==> config.mk <==
export PLATFORM = sky130hd
export DESIGN_NAME = if_fetch_ctrl_flat
export DESIGN_NICKNAME = d
export VERILOG_FILES = /design/src/rtl/if_fetch_ctrl_if.sv /design/src/rtl/if_fetch_ctrl.sv /design/src/flat_wrapper.sv
export SDC_FILE = /design/constraint.sdc
export NUM_CORES = 1
export LEC_CHECK = 0
export ABC_CLOCK_PERIOD_IN_PS = 2300
export CAP_MARGIN = 20
export CELL_PAD_IN_SITES_DETAIL_PLACEMENT = 2
export CELL_PAD_IN_SITES_GLOBAL_PLACEMENT = 2
export CORE_MARGIN = 5
export CORE_UTILIZATION = 28
export CTS_CLUSTER_SIZE = 8
export DETAILED_ROUTE_END_ITERATION = 8
export GPL_ROUTABILITY_DRIVEN = 0
export GPL_TIMING_DRIVEN = 0
export PLACE_DENSITY_LB_ADDON = 0.1
export SLEW_MARGIN = 40
export SYNTH_ARGS = -nofsm -noshare
export SYNTH_HDL_FRONTEND = slang
export SYNTH_SLANG_ARGS = --single-unit
==> constraint.sdc <==
create_clock -name clk -period 2.3 [get_ports clk]
set_input_delay 0.46 -clock clk [delete_from_list [all_inputs] [get_ports clk]]
set_output_delay 0.46 -clock clk [all_outputs]
set_load 0.01 [all_outputs]
==> src/rtl/if_fetch_ctrl_if.sv <==
// rtl/if_fetch_ctrl_if.sv - fetch controller bundle: hazard inputs, imem bus, IF/ID outputs, debug counters
interface if_fetch_ctrl_if #(
    parameter int CNT_W = 16
);
    logic             load_stall;
    logic             flush;
    logic [31:0]      br_addr;
    logic             imem_en;
    logic [31:0]      imem_addr;
    logic [31:0]      imem_rdata;
    logic [31:0]      if_inst;
    logic [31:0]      if_pc;
    logic             if_valid;
    logic [CNT_W-1:0] stall_cnt;
    logic [CNT_W-1:0] flush_cnt;

    // Fetch controller side
    modport master (
        input  load_stall, flush, br_addr, imem_rdata,
        output imem_en, imem_addr, if_inst, if_pc, if_valid, stall_cnt, flush_cnt
    );

    // Pipeline / memory environment side
    modport slave (
        output load_stall, flush, br_addr, imem_rdata,
        input  imem_en, imem_addr, if_inst, if_pc, if_valid, stall_cnt, flush_cnt
    );
endinterface

==> src/rtl/if_fetch_ctrl.sv <==
// rtl/if_fetch_ctrl.sv - instruction-fetch controller with PC, one-entry stall hold buffer and redirect squash
module if_fetch_ctrl #(
    parameter logic [31:0] RESET_PC = 32'h0000_0000,
    parameter logic [31:0] NOP_INST = 32'h0000_0013,
    parameter int          CNT_W    = 16
) (
    input  logic          clk,
    input  logic          rstn,
    if_fetch_ctrl_if.master bus
);
    logic [31:0]      pc_q;
    logic             resp_valid;
    logic [31:0]      resp_pc;
    logic             hold_valid;
    logic [31:0]      hold_inst;
    logic [31:0]      hold_pc;
    logic [CNT_W-1:0] stall_cnt_q;
    logic [CNT_W-1:0] flush_cnt_q;

    logic [31:0]      inst_mux;
    logic [31:0]      pc_mux;
    logic             valid_mux;
    logic [31:0]      br_aligned;

    // Redirect target forced to a word boundary
    assign br_aligned = bus.br_addr & ~32'h3;

    assign bus.imem_addr = pc_q;
    assign bus.imem_en   = !bus.flush && !bus.load_stall;
    assign bus.if_inst   = inst_mux;
    assign bus.if_pc     = pc_mux;
    assign bus.if_valid  = valid_mux;
    assign bus.stall_cnt = stall_cnt_q;
    assign bus.flush_cnt = flush_cnt_q;

    // IF/ID output select: held instruction first, then the arriving response, else a bubble
    always_comb begin
        inst_mux  = NOP_INST;
        pc_mux    = resp_pc;
        valid_mux = 1'b0;
        if (hold_valid) begin
            inst_mux  = hold_inst;
            pc_mux    = hold_pc;
            valid_mux = 1'b1;
        end else if (resp_valid) begin
            inst_mux  = bus.imem_rdata;
            pc_mux    = resp_pc;
            valid_mux = 1'b1;
        end
    end

    // PC, in-flight response tracking, hold buffer and saturating debug counters
    always_ff @(posedge clk) begin
        if (!rstn) begin
            pc_q        <= RESET_PC;
            resp_valid  <= 1'b0;
            resp_pc     <= RESET_PC;
            hold_valid  <= 1'b0;
            hold_inst   <= NOP_INST;
            hold_pc     <= RESET_PC;
            stall_cnt_q <= '0;
            flush_cnt_q <= '0;
        end else if (bus.flush) begin
            // Squash whatever is in flight or held; the new target is fetched next cycle
            pc_q       <= br_aligned;
            resp_valid <= 1'b0;
            hold_valid <= 1'b0;
            if (flush_cnt_q != '1) begin
                flush_cnt_q <= flush_cnt_q + CNT_W'(1);
            end
        end else if (bus.load_stall) begin
            // No request this cycle, so nothing arrives next cycle; park the presented instruction once
            resp_valid <= 1'b0;
            if (!hold_valid) begin
                hold_inst  <= inst_mux;
                hold_pc    <= pc_mux;
                hold_valid <= valid_mux;
            end
            if (stall_cnt_q != '1) begin
                stall_cnt_q <= stall_cnt_q + CNT_W'(1);
            end
        end else begin
            pc_q       <= pc_q + 32'd4;
            resp_valid <= 1'b1;
            resp_pc    <= pc_q;
            hold_valid <= 1'b0;
        end
    end
endmodule

==> src/flat_wrapper.sv <==
// flat-port wrapper written by rule: the top's interface ports become plain ports
module if_fetch_ctrl_flat 
#(
    parameter logic [31:0] RESET_PC = 32'h0000_0000,
    parameter logic [31:0] NOP_INST = 32'h0000_0013,
    parameter int          CNT_W    = 16
)
  (clk, rstn, bus_load_stall, bus_flush, bus_br_addr, bus_imem_rdata, bus_imem_en, bus_imem_addr, bus_if_inst, bus_if_pc, bus_if_valid, bus_stall_cnt, bus_flush_cnt);
  if_fetch_ctrl_if #(.CNT_W(CNT_W)) bus_i ();
  input  logic clk;
  input  logic rstn;
  input wire logic [$bits(bus_i.load_stall)-1:0] bus_load_stall;
  input wire logic [$bits(bus_i.flush)-1:0] bus_flush;
  input wire logic [$bits(bus_i.br_addr)-1:0] bus_br_addr;
  input wire logic [$bits(bus_i.imem_rdata)-1:0] bus_imem_rdata;
  output wire logic [$bits(bus_i.imem_en)-1:0] bus_imem_en;
  output wire logic [$bits(bus_i.imem_addr)-1:0] bus_imem_addr;
  output wire logic [$bits(bus_i.if_inst)-1:0] bus_if_inst;
  output wire logic [$bits(bus_i.if_pc)-1:0] bus_if_pc;
  output wire logic [$bits(bus_i.if_valid)-1:0] bus_if_valid;
  output wire logic [$bits(bus_i.stall_cnt)-1:0] bus_stall_cnt;
  output wire logic [$bits(bus_i.flush_cnt)-1:0] bus_flush_cnt;
  assign bus_i.load_stall = bus_load_stall;
  assign bus_i.flush = bus_flush;
  assign bus_i.br_addr = bus_br_addr;
  assign bus_i.imem_rdata = bus_imem_rdata;
  assign bus_imem_en = bus_i.imem_en;
  assign bus_imem_addr = bus_i.imem_addr;
  assign bus_if_inst = bus_i.if_inst;
  assign bus_if_pc = bus_i.if_pc;
  assign bus_if_valid = bus_i.if_valid;
  assign bus_stall_cnt = bus_i.stall_cnt;
  assign bus_flush_cnt = bus_i.flush_cnt;
  if_fetch_ctrl #(.RESET_PC(RESET_PC), .NOP_INST(NOP_INST), .CNT_W(CNT_W)) u_core (.clk(clk), .rstn(rstn), .bus(bus_i));
endmodule
# Yosys cells after proc, flatten, opt, wreduce, memory -nomap -nowiden
# Index checks and enable logic that the tools add are counted.
dict set report totals {
  regBits 162
  latchBits 0
  ram_bits 0
  rom_bits 0
  input_bits 68
  out_inout_bits 130
  elab_cells 37
  memories 0
}
dict set report classes {
  addsub 3
  multipliers 0
  div_mod_pow 0
  magnitude_cmp 0
  eq_ne 3
  shifts 0
  muxes 9
  bitwise_logic 4
  reduce_logical 9
}
# op count
set op_table {}
lappend op_table {{2-to-1 mux 32 bit} 5}
lappend op_table {{adder 16 x 1 -> 16 bit, second input constant} 2}
lappend op_table {{adder 32 x 3 -> 32 bit, second input constant} 1}
lappend op_table {{!= test 16 bit, second input constant} 2}
lappend op_table {{AND reduction 3 bit} 2}
lappend op_table {{2-to-1 mux 1 bit} 4}
lappend op_table {{inverter 1 bit} 4}
lappend op_table {{AND reduction 2 bit} 2}
lappend op_table {{OR reduction 3 bit} 1}
lappend op_table {{zero test 1 bit} 2}
lappend op_table {{!= test 2 x 1 -> 1 bit, second input constant} 1}
lappend op_table {{OR reduction 2 bit} 1}
lappend op_table {{logical AND 1 bit} 1}

# Depth between registers and ports, before layout
dict set report logic_depth {
  ltp_word 3
  ltp_mapped 7
  mapped_depth_nobuf 5
}

# Least setup slack after synthesis
# No wires, ideal clock.
dict set report synth_timing {
  path_kind {in2out}
  start {in bus_load_stall}
  end {out bus_imem_en}
  t_arrival_ps 1298
  t_required_ps 1840
  setup_slack_ps 542
  cell_stages 5
  path_buffers 3
  cell_sequence {buf_2 -> or2_2 -> clkbuf_1 -> inv_1 -> buf_2}
}
dict set report synth_via {
  elab_chain_cells 2
}
# element line
set synth_lines {}
lappend synth_lines {{start: declaration} flat_wrapper.sv:12} ;# input wire logic [$bits(bus_i.load_stall)-1:0] bus_load_stall;
lappend synth_lines {{zero test 1 bit} if_fetch_ctrl.sv:29} ;# assign bus.imem_en = !bus.flush && !bus.load_stall;
lappend synth_lines {{logical AND 1 bit} if_fetch_ctrl.sv:29}
lappend synth_lines {{end: declaration} flat_wrapper.sv:16} ;# output wire logic [$bits(bus_i.imem_en)-1:0] bus_imem_en;
# Every way passes these cells.

# Final worst setup path
dict set report layout_timing {
  start {reg u_core.hold_valid}
  end {out bus_if_pc[17]}
}
dict set report layout_via {
  elab_chain_cells 1
}
# element line
set layout_lines {}
lappend layout_lines {{start: declaration} if_fetch_ctrl.sv:14} ;# logic hold_valid;
lappend layout_lines {{start signal: assignment} if_fetch_ctrl.sv:77} ;# hold_valid <= valid_mux;
lappend layout_lines {{2-to-1 mux 32 bit} if_fetch_ctrl.sv:41} ;# if (hold_valid) begin
lappend layout_lines {{end: declaration} flat_wrapper.sv:19} ;# output wire logic [$bits(bus_i.if_pc)-1:0] bus_if_pc;
# Every way passes these cells.

==> metrics.md <==
| Metric | Value |
|---|---|
| Relative slew slack | 0.4493 |
| DR vias/cell | slightly above 5 |
| Worst Hold Class | flop to flop |
| Max-slew violation count | 0 |
| Util after Layout | 0.3927 |
| CP Data Arrival Time | 1.93 ns |
| Final cell count without fillers | around 1600 |
| Fin Clk Skew | 0.02615 ns |
| Setup CP Type | flop to output pin |
| Cells after synthesis | approximately 1000 |
| CP max-delay cell | clkdlybuf4s50_1 |
| Via Count | about 8200 |
| Area leader, netlist | dfxtp_1 |
| Top cells by area, synth | dfxtp_1 (41%), nand2_1 (12%), a21oi_1 (7.2%) |
| Fin. Hold Viols | 0 |
| Tightest Pin Transition | just over 0.8 ns |
| Cts bufs inserted | 17 |
| Main synth FF type | dfxtp_1 |
| Most common cell after layout, fill and taps aside | nand2_1 |
| Drt drc | 0 |
| Die W | 177 µm |
| FF/Latch Area | 0.003163 mm² |
| Clock transition at path regs | ~0.070 ns |
| Vias in the first global route | 8663 |
| Sequential share of the synthesized area | 0.4051 |
| WP data required | ~1.8 ns |
| Initial core utilization | 0.2826 |
| Syn_area_per_cell | about 7.8 µm² |
| CTS tree | yes |
| Final HPWL DP | roughly 24000 µm |
| Fillcell total | between 3000 and 4000 |
| Worst-path fanout max | 10 |
| Placed cells | around 1600 |
| Drt first pass iters | 4 |
| Worst setup margin | -0.09407 ns |
| Fin nets | ~1300 |
| RSZ-0062 raised after global routing | yes |
| Commonest cells after routing, fill and taps aside | nand2_1 (256), dfxtp_1 (158), clkdlybuf4s50_1 (143) |
| Die Y | approximately 180 µm |
| Synth top area share | 0.4051 |
| Die area | around 0.031 mm² |
| Core ar. | ~0.028 mm² |
| Routed wire length | 32720 µm |
| CTS Hold Bufs | 0 |
| Root Buffer | clkbuf_16 |
| Mapped cell area | between 0.007 and 0.008 mm² |
| Peak supply drop | just under 0.6 mV |
| Fmax | approximately 420 MHz |
| Max-Cap Viols | 0 |
| Global-route wire length before repair | just over 50000 µm |
| Most frequent CP cell | buf_6 |
| CP Capture Type | output pin |
| Largest net degree at the start of global routing | 17 |
| CP peak stage delay | 0.48 ns |
| Setup Viol. Count Final | 19 |
| Async set or reset register ratio after synthesis | 0 |
| Violated checks | setup timing |
| Pwr Density | roughly 590 mW/mm² |
| CTS H-tree depth | 4 |
| Post-synth EDFFs | 0 |
| CP Buf/Inv Count | 3 |
| LEAKAGE | around 4 nW |
| Multi-input logic area | ~0.0043 mm² |
| Ys Warns | 0 |
| Clock buffer depth | 2 |
| Layout cell share with drive strength beyond 1 | 0.1067 |
| I/O pin cnt | roughly 200 |
| Min cycle time layout | around 2.4 ns |
| Run status | finished, violations left |
| Average wire per cell in the routed design | between 20 and 25 µm |
| Delay-heaviest family, CP | buffers and inverters |
| GRT overflow | 0 |
| Clk sink count | roughly 160 |
| Tcrit/Tclk final | 1.041 |
| DRT iter0 DRCs | about 350 |
| Worst-path cell chain | buf_6, buf_6, mux2_2, clkdlybuf4s50_1 |
| Flops & latches, synth | approximately 160 |
| # port buffers | between 150 and 200 |
| All-Layer GR Usage | 0.2081 |
| Synthesis-to-finish area growth | 38.94% |
| Cell variety after synth | roughly 70 |
| Rows | between 60 and 70 |
| Startpoint Class | flop |
| Antenna-violating nets left | 0 |
| Pre-CTS setup slack | -0.9902 ns |
| Worst-Skew Late Latency | between 0.4 and 0.5 ns |
| Initial antenna violation count | 3 |
==> area by class of cell <==
cell class	count	area share
antenna	1	0.0002307
timing repair buffer	194	0.1748
sequential	158	0.2915
tap	378	0.04359
inverter	13	0.004498
clock buffer	17	0.03921
multi-input combinational	756	0.3948
buffer	75	0.03967
clock inverter	15	0.01165
==> sequential cells by signal, summed over array words and instances (netlist names) <==
| name | count |
|---|---|
| u_core.bus.imem_addr | 30 |
| u_core.resp_pc | 30 |
| u_core.hold_inst | 32 |
| u_core.bus.flush_cnt | 16 |
| u_core.hold_valid | 1 |
| u_core.hold_pc | 32 |
| u_core.bus.stall_cnt | 16 |
| u_core.resp_valid | 1 |
==> path summary, 6_finish.rpt <==
| path | slack (ns) | endpoint | start | cells past startpoint |
|---|---|---|---|---|
| min reg2reg | 0.46 | u_core.hold_inst[18] | u_core.hold_inst[18] | 2 |
| max | -0.09 | bus_if_pc[17] | u_core.hold_valid | 4 |
| max reg2reg | 0.21 | u_core.bus.imem_addr[24] | u_core.bus.imem_addr[3] | 5 |
| min | 0.46 | u_core.hold_inst[18] | u_core.hold_inst[18] | 2 |
==> cell usage after synthesis (3+ instances only) <==
master / count
a211oi_1: 6
a21oi_1: 112
a311oi_1: 5
a31oi_1: 8
a32oi_1: 3
a41oi_1: 3
and2_1: 3
and3_1: 11
and4_1: 8
buf_1: 6
buf_2: 19
buf_4: 3
clkbuf_1: 47
dfxtp_1: 158
ha_1: 3
inv_1: 13
mux2_2: 30
mux2i_1: 10
nand2_1: 256
nand2b_1: 10
nand3_1: 52
nand3b_1: 3
nand4_1: 26
nand4_2: 3
nand4b_1: 3
nor2_1: 31
nor2b_1: 5
nor3_1: 14
nor3b_1: 8
nor4_1: 7
nor4_4: 4
o211ai_1: 5
o21ai_0: 57
o311ai_0: 3
o31ai_1: 6
o41ai_1: 4
or2_2: 3
or3_1: 7
or4_1: 6
xnor2_1: 5
xor2_1: 5
==> worst min-delay path: stages, from the launching register on <==
cell and delay (ns):
dfxtp_1 0.31, nand2_1 0.05, a21oi_1 0.05
==> metrics by stage <==
step                setup TNS, ns  power [mW]  instance area, µm²  hold slack, ns
detailed placement         -63.44       3.753               10210          0.4506
global placement           -76.07       3.741               10210          0.4386
global route               -2.374       6.686               10850          0.4794
floorplan                       0       3.271                7812          0.4329
finish                     -1.449       6.441               10850          0.4557
CTS                        -4.012       6.511               10820          0.4606
==> cell families (layout without fill, tap and decap cells) <==
| family | count (synthesis) | in the layout | synth area share |
|---|---|---|---|
| flip-flops | 158 | 158 | 0.4051 |
| AO/OA/AOI/OAI | 226 | 226 | 0.1676 |
| buffers and inverters | 90 | 314 | 0.04887 |
| AND/OR/NAND/NOR | 475 | 475 | 0.3059 |
| adder cells (fa/ha/maj) | 3 | 3 | 0.004807 |
| multiplexers | 40 | 40 | 0.05608 |
| other | 1 | 3 | 0.0004802 |
| XOR/XNOR | 10 | 10 | 0.01122 |
==> power breakdown <==
group | switching, mW | internal (mW) | total [mW]
clock network | 1.34 | 1.42 | 2.76
logic | 0.421 | 0.340 | 0.761
registers | 0.111 | 2.81 | 2.92
==> timing repair <==
item                                    in CTS  in global routing
buffers inserted                             2                  0
endpoints found under the setup margin      67                 41
resized for setup                           84                 21
==> per-layer routing <==
layer	vias up	wire length, µm	GRT usage
met5	-	11	0
met4	2	427	0.04836
met3	22	1508	0.03888
met2	156	15400	0.3421
met1	4047	15370	0.2844
li1	3979	-	-
Note: power is estimated with default switching activity, not from simulation.
